$ cat src/rtl/gtx_link_pkg.sv
// Shared types and constants for the 4-lane GTX link sequencer.
package gtx_link_pkg;

  localparam int unsigned NLanes = 4;
  localparam int unsigned WordW  = 20;
  localparam int unsigned FrameW = NLanes * WordW;

  localparam logic [WordW-1:0] SyncWord = 20'h1E0F0;
  localparam logic [WordW-1:0] IdleWord = 20'h0F0F0;

  typedef enum logic [1:0] {
    StResetHold,
    StSync,
    StRun
  } link_state_e;

  // Lane k occupies bits [WordW*k +: WordW] of a packed frame.
  function automatic logic [WordW-1:0] lane_word(input logic [FrameW-1:0] frame, input int k);
    return frame[k*WordW +: WordW];
  endfunction

endpackage

$ cat src/rtl/gtx_frame_arbiter.sv
// Service/data/idle grant with a cap on consecutive service frames while data waits.
module gtx_frame_arbiter #(
  parameter int unsigned SvcMax = 4
) (
  input  logic clk_i,
  input  logic rst_i,
  input  logic en_i,
  input  logic data_valid_i,
  input  logic svc_valid_i,
  output logic grant_data_o,
  output logic grant_svc_o,
  output logic svc_stall_o
);

  localparam int unsigned CntW = $clog2(SvcMax + 1);

  logic [CntW-1:0] svc_cnt_q, svc_cnt_d;
  logic            at_max;

  // Grant decode: service wins unless data has waited through SvcMax service frames.
  always_comb begin
    at_max       = data_valid_i && (svc_cnt_q == CntW'(SvcMax));
    grant_svc_o  = en_i && svc_valid_i && !at_max;
    grant_data_o = en_i && data_valid_i && !grant_svc_o;
    svc_stall_o  = en_i && svc_valid_i && at_max;
  end

  // Count consecutive service grants only while data is pending.
  always_comb begin
    svc_cnt_d = svc_cnt_q;
    if (!en_i || !data_valid_i || grant_data_o) begin
      svc_cnt_d = '0;
    end else if (grant_svc_o && (svc_cnt_q < CntW'(SvcMax))) begin
      svc_cnt_d = svc_cnt_q + 1'b1;
    end
  end

  // Counter register.
  always_ff @(posedge clk_i or posedge rst_i) begin
    if (rst_i) begin
      svc_cnt_q <= '0;
    end else begin
      svc_cnt_q <= svc_cnt_d;
    end
  end

endmodule

$ cat src/rtl/gtx_link_sequencer.sv
// GTX link bring-up (reset hold, lane sync, run) and registered lane word outputs.
module gtx_link_sequencer
  import gtx_link_pkg::*;
#(
  parameter int unsigned RstCycles  = 16,
  parameter int unsigned SyncCycles = 32,
  parameter int unsigned SvcMax     = 4
) (
  input  logic              clk_i,
  input  logic              rst_i,
  input  logic [NLanes-1:0] en_lane_i,
  input  logic              resync_i,
  input  logic [FrameW-1:0] data_frame_i,
  input  logic              data_valid_i,
  output logic              data_ready_o,
  input  logic [FrameW-1:0] svc_frame_i,
  input  logic              svc_valid_i,
  output logic              svc_ready_o,
  output logic              ser_rst_b_o,
  output logic [NLanes-1:0] ser_en_lane_o,
  output logic [WordW-1:0]  ser_word0_o,
  output logic [WordW-1:0]  ser_word1_o,
  output logic [WordW-1:0]  ser_word2_o,
  output logic [WordW-1:0]  ser_word3_o,
  output logic              link_up_o,
  output logic              svc_stall_o
);

  localparam int unsigned MaxCycles = (RstCycles > SyncCycles) ? RstCycles : SyncCycles;
  localparam int unsigned CntW      = $clog2(MaxCycles + 1);

  link_state_e       state_q, state_d;
  logic [CntW-1:0]   cnt_q, cnt_d;
  logic              restart;
  logic              arb_en;
  logic              grant_data, grant_svc;

  logic              ser_rst_b_q, ser_rst_b_d;
  logic [NLanes-1:0] ser_en_lane_q, ser_en_lane_d;
  logic [WordW-1:0]  ser_word_q [NLanes];
  logic [WordW-1:0]  ser_word_d [NLanes];

  // Lane set change against what the serializer currently has, or an explicit request.
  assign restart = (en_lane_i != ser_en_lane_q) || resync_i;
  // No accept on the cycle the link drops back to sync.
  assign arb_en  = (state_q == StRun) && !restart;

  gtx_frame_arbiter #(
    .SvcMax (SvcMax)
  ) u_arbiter (
    .clk_i        (clk_i),
    .rst_i        (rst_i),
    .en_i         (arb_en),
    .data_valid_i (data_valid_i),
    .svc_valid_i  (svc_valid_i),
    .grant_data_o (grant_data),
    .grant_svc_o  (grant_svc),
    .svc_stall_o  (svc_stall_o)
  );

  // State and phase counter register.
  always_ff @(posedge clk_i or posedge rst_i) begin
    if (rst_i) begin
      state_q <= StResetHold;
      cnt_q   <= '0;
    end else begin
      state_q <= state_d;
      cnt_q   <= cnt_d;
    end
  end

  // Next state: timed reset hold, restartable sync window, run until restart.
  always_comb begin
    state_d = state_q;
    cnt_d   = cnt_q;
    unique case (state_q)
      StResetHold: begin
        if (cnt_q == CntW'(RstCycles - 1)) begin
          state_d = StSync;
          cnt_d   = '0;
        end else begin
          cnt_d = cnt_q + 1'b1;
        end
      end
      StSync: begin
        if (restart) begin
          cnt_d = '0;
        end else if (cnt_q == CntW'(SyncCycles - 1)) begin
          state_d = StRun;
          cnt_d   = '0;
        end else begin
          cnt_d = cnt_q + 1'b1;
        end
      end
      StRun: begin
        if (restart) begin
          state_d = StSync;
          cnt_d   = '0;
        end
      end
      default: begin
        state_d = StResetHold;
        cnt_d   = '0;
      end
    endcase
  end

  // Output register next values follow the state being entered.
  always_comb begin
    ser_rst_b_d   = (state_d != StResetHold);
    ser_en_lane_d = ser_rst_b_d ? en_lane_i : '0;
    for (int k = 0; k < NLanes; k++) begin
      ser_word_d[k] = '0;
      if (en_lane_i[k]) begin
        unique case (state_d)
          StSync: ser_word_d[k] = SyncWord;
          StRun: begin
            if (grant_svc) begin
              ser_word_d[k] = lane_word(svc_frame_i, k);
            end else if (grant_data) begin
              ser_word_d[k] = lane_word(data_frame_i, k);
            end else begin
              ser_word_d[k] = IdleWord;
            end
          end
          default: ser_word_d[k] = '0;
        endcase
      end
    end
  end

  // Serializer-facing output registers.
  always_ff @(posedge clk_i or posedge rst_i) begin
    if (rst_i) begin
      ser_rst_b_q   <= 1'b0;
      ser_en_lane_q <= '0;
      for (int k = 0; k < NLanes; k++) begin
        ser_word_q[k] <= '0;
      end
    end else begin
      ser_rst_b_q   <= ser_rst_b_d;
      ser_en_lane_q <= ser_en_lane_d;
      for (int k = 0; k < NLanes; k++) begin
        ser_word_q[k] <= ser_word_d[k];
      end
    end
  end

  assign data_ready_o  = grant_data;
  assign svc_ready_o   = grant_svc;
  assign link_up_o     = (state_q == StRun);
  assign ser_rst_b_o   = ser_rst_b_q;
  assign ser_en_lane_o = ser_en_lane_q;
  assign ser_word0_o   = ser_word_q[0];
  assign ser_word1_o   = ser_word_q[1];
  assign ser_word2_o   = ser_word_q[2];
  assign ser_word3_o   = ser_word_q[3];

endmodule
$ cat config.mk
export PLATFORM = sky130hd
export DESIGN_NAME = gtx_link_sequencer
export DESIGN_NICKNAME = d
export VERILOG_FILES = /design/src/rtl/gtx_link_pkg.sv /design/src/rtl/gtx_frame_arbiter.sv /design/src/rtl/gtx_link_sequencer.sv
export SDC_FILE = /design/constraint.sdc
export NUM_CORES = 1
export LEC_CHECK = 0
export BUFFER_PORTS_ARGS = -buffer_cell sky130_fd_sc_hd__buf_2
export CORE_AREA = 2 2 105 107
export CTS_CLUSTER_DIAMETER = 120
export CTS_CLUSTER_SIZE = 40
export DETAILED_ROUTE_END_ITERATION = 6
export DIE_AREA = 0 0 107 109
export PLACE_DENSITY = 0.9
export SYNTH_ARGS = -nofsm -noshare
export SYNTH_HDL_FRONTEND = slang
export SYNTH_SLANG_ARGS = --single-unit
$ cat constraint.sdc
create_clock -name clk_i -period 3.35 [get_ports clk_i]
set_input_delay 0.5025 -clock clk_i [delete_from_list [all_inputs] [get_ports clk_i]]
set_output_delay 0.5025 -clock clk_i [all_outputs]
set_load 0.02 [all_outputs]
==> metrics.cfg <==
[placed_design]
hpwl_mm = 11.1
place_congestion = 0.845
port_buffers = 257

[sta]
fin_crit_sh = 0.830
fin_hold_ws_ns = 0.365
fin_crit_ns = 2.78
setup_tns_ns = 0
hold_viol = 0
rsz0062_at_grt = false
tightest_slew_ns = 1.09
finClkSkew_ns = 0.0133
timing.final.max_slew_violations = 0
setup_viol = 0
fmax_mhz = 360
slew_headroom = 0.272

[synth]
ys_seq_elements = 96
netlist_area_mm2 = 0.00462
synth_top_family_by_area = simple AND/OR/NAND/NOR gates
synth_area_per_cell_um2 = 9.65
synth.area.mux_share = 0.00217
synth_compound_area_frac = 0.158
ys_warn_count = 0
yosys.cell_types.count = 44
synth-adder-area-share = 0.0162
yosys.area_share.simple = 0.229
seq_area_frac_synth = 0.520
synthXorXnorAreaFrac = 0.0152
synth_cells = 479
synth_fp_nets = 654

[clocking]
clk_pin_slew_worst_paths_ns = 0.10
clkLatencyLatePin_ns = 0.37
cts-root-buf = clkbuf_8
tritoncts = done
numCtsBuffers = 9
hold_buffers = 0
clkSinkCount = 96
post-cts-setup-buffer-count = 0
cts-resized-gates = 0
clockBufferDepth = 2
htreeDepth = 3

[power_and_ir_drop]
pwr-share-seq = 0.500
switchingPower_w = 0.000653
p_leak_nw = 3.08
swShare = 0.271
peakVddDrop_uv = 230
intPower_w = 0.00175
fin_total_pwr_w = 0.00241
clkPwrFrac = 0.352
combPwrFrac = 0.149
power_density_mw_per_mm2 = 386

[critical_path]
worstPathArrival_ns = 2.28
start_kind = register
end_kind = primary output
worstSetupPathType = reg -> out
cp_max_fo = 35
required_ns = 2.85

[final_layout]
drive_gt1_frac = 0.408
fillers = 951
final_cell_mix = buf_2 (257), nand3_1 (112), dfrtp_1 (96)
fin_nets = 891
synthToLayoutAreaGrowth_pct = 34.7
layout_commonest_cell = buf_2

[worst_hold_path]
min_path_type = in -> reg

[die]
dieArea_mm2 = 0.0117
die_y_um = 109
num_rows = 38
initial_utilization = 0.436
die_w_um = 107
io_pins = 258
coreArea_mm2 = 0.0106

[detailed_routing]
wl_mm = 15.1
drc_errors = 0
firstDrtPassIters = 6
ant_nets = 0
first_iter_violations = 369
via_count = 4753
drt-wirelength-per-cell_um = 17.5
vias_per_cell = 5.51

[flow_run]
maxCapViolCount = 0

[grt]
grt_util_all_layers = 0.249
grt_pass1_vias = 4490
grt_pass1_wl_mm = 22.4
grt.overflow.total = 0
antenna_found_initial = 2
grt_max_degree = 90

[run_status]
outcome = completed

metal layers:
layer,track usage,up-vias,part of all wire
met5,0,-,0.00086
met3,0.0514,33,0.078
met4,0.0955,2,0.026
met1,0.296,2244,0.39
met2,0.446,253,0.50
li1,-,2221,-
worst max-delay path, cell delays in order, from the launching register on:
cell and delay, ns:
dfrtp_1 0.40, xor2_1 0.19, nor3_4 0.27, buf_4 0.39, nand2_1 0.27, nor3_1 0.19
buf_2 0.21
Yosys cell counts, drive strengths merged:
| master | number | area share |
|---|---|---|
| a2111oi | 1 | 0.0032 |
| a211o | 1 | 0.0019 |
| a211oi | 1 | 0.0016 |
| a21boi | 1 | 0.0016 |
| a21o | 1 | 0.0016 |
| a21oi | 48 | 0.052 |
| a31oi | 5 | 0.0068 |
| and3 | 4 | 0.0054 |
| and3b | 4 | 0.0076 |
| and4b | 1 | 0.0022 |
| buf | 17 | 0.024 |
| clkbuf | 29 | 0.024 |
| dfrtp | 96 | 0.52 |
| ha | 6 | 0.016 |
| inv | 15 | 0.012 |
| mux2i | 1 | 0.0022 |
| nand2 | 18 | 0.016 |
| nand2b | 2 | 0.0027 |
| nand3 | 112 | 0.12 |
| nand4 | 15 | 0.020 |
| nor2 | 32 | 0.026 |
| nor2b | 6 | 0.0081 |
| nor3 | 4 | 0.0054 |
| nor3b | 2 | 0.0032 |
| nor4 | 2 | 0.0027 |
| nor4b | 1 | 0.0032 |
| o2111a | 1 | 0.0024 |
| o21ai | 1 | 0.0011 |
| o221a | 4 | 0.0097 |
| o22ai | 1 | 0.0014 |
| o311a | 28 | 0.061 |
| o31ai | 6 | 0.0097 |
| o32ai | 1 | 0.0019 |
| o41ai | 1 | 0.0019 |
| or3 | 1 | 0.0014 |
| or3b | 2 | 0.0038 |
| xnor2 | 3 | 0.0057 |
| xor2 | 5 | 0.0095 |
flip-flops by register name (all words and copies together) (netlist names), 2 cells and up:
signal / cells
ser_word2_o: 20
ser_word3_o: 20
ser_word1_o: 20
ser_word0_o: 20
state_q: 2
u_arbiter.svc_cnt_q: 3
ser_en_lane_o: 4
cnt_q: 6
through the flow:
step / utilization / worst slack [ns] / cells / area [um^2]
finish: 0.587 / 0.571 / 862 / 6230
CTS: 0.587 / 0.570 / 861 / 6230
global route: 0.587 / 0.390 / 862 / 6230
global placement: 0.567 / 0.497 / 845 / 6010
detailed placement: 0.567 / 0.398 / 845 / 6010
floorplan: - / 0.342 / 479 / 4620
power by group through the flow:
| stage | registers (W) | logic [W] | clock network (W) |
|---|---|---|---|
| 2_1_floorplan | 0.00127 | 0.000137 | 0 |
| 3_3_place_gp | 0.00122 | 0.000351 | 0 |
| 3_5_place_dp | 0.00123 | 0.000357 | 0 |
| 4_1_cts | 0.00120 | 0.000358 | 0.000855 |
| 5_1_grt | 0.00121 | 0.000390 | 0.000903 |
| 6_report | 0.00120 | 0.000357 | 0.000846 |
kinds of logic after synthesis:
logic type	count (synthesis)
simple gates	206
compound gates	101
flops	96
buf+inv	61
xor+xnor	8
fa+ha+maj	6
mux	1
final timing paths:
path / from / end / slack, ns / cells after the start
min: svc_frame_i[20] / ser_word1_o[0]$_DFF_PP0_ / 0.37 / 3
max in group asynchronous: rst_i / ser_word3_o[6]$_DFF_PP0_ / 2.19 / 3
max: ser_en_lane_o[0]$_DFF_PP0_ / svc_stall_o / 0.57 / 6
min in group asynchronous: rst_i / ser_word2_o[4]$_DFF_PP0_ / 0.39 / 2
min reg2reg: cnt_q[0]$_DFFE_PP0P_ / cnt_q[0]$_DFFE_PP0P_ / 0.55 / 1
max reg2reg: ser_en_lane_o[1]$_DFF_PP0_ / ser_word1_o[7]$_DFF_PP0_ / 0.60 / 9
layout make-up:
type                    instances  area, um^2  area share
diodes                          1        2.50    0.000402
multi-input cells             322        1970       0.317
well taps                     140         175      0.0281
repair buffers                272        1400       0.225
clock inverters                 7        95.1      0.0153
inverters                      15        58.8     0.00944
flip-flops and latches         96        2400       0.386
clock buffers                   9         124      0.0199
No activity file was read; power rests on OpenSTA's default activity.
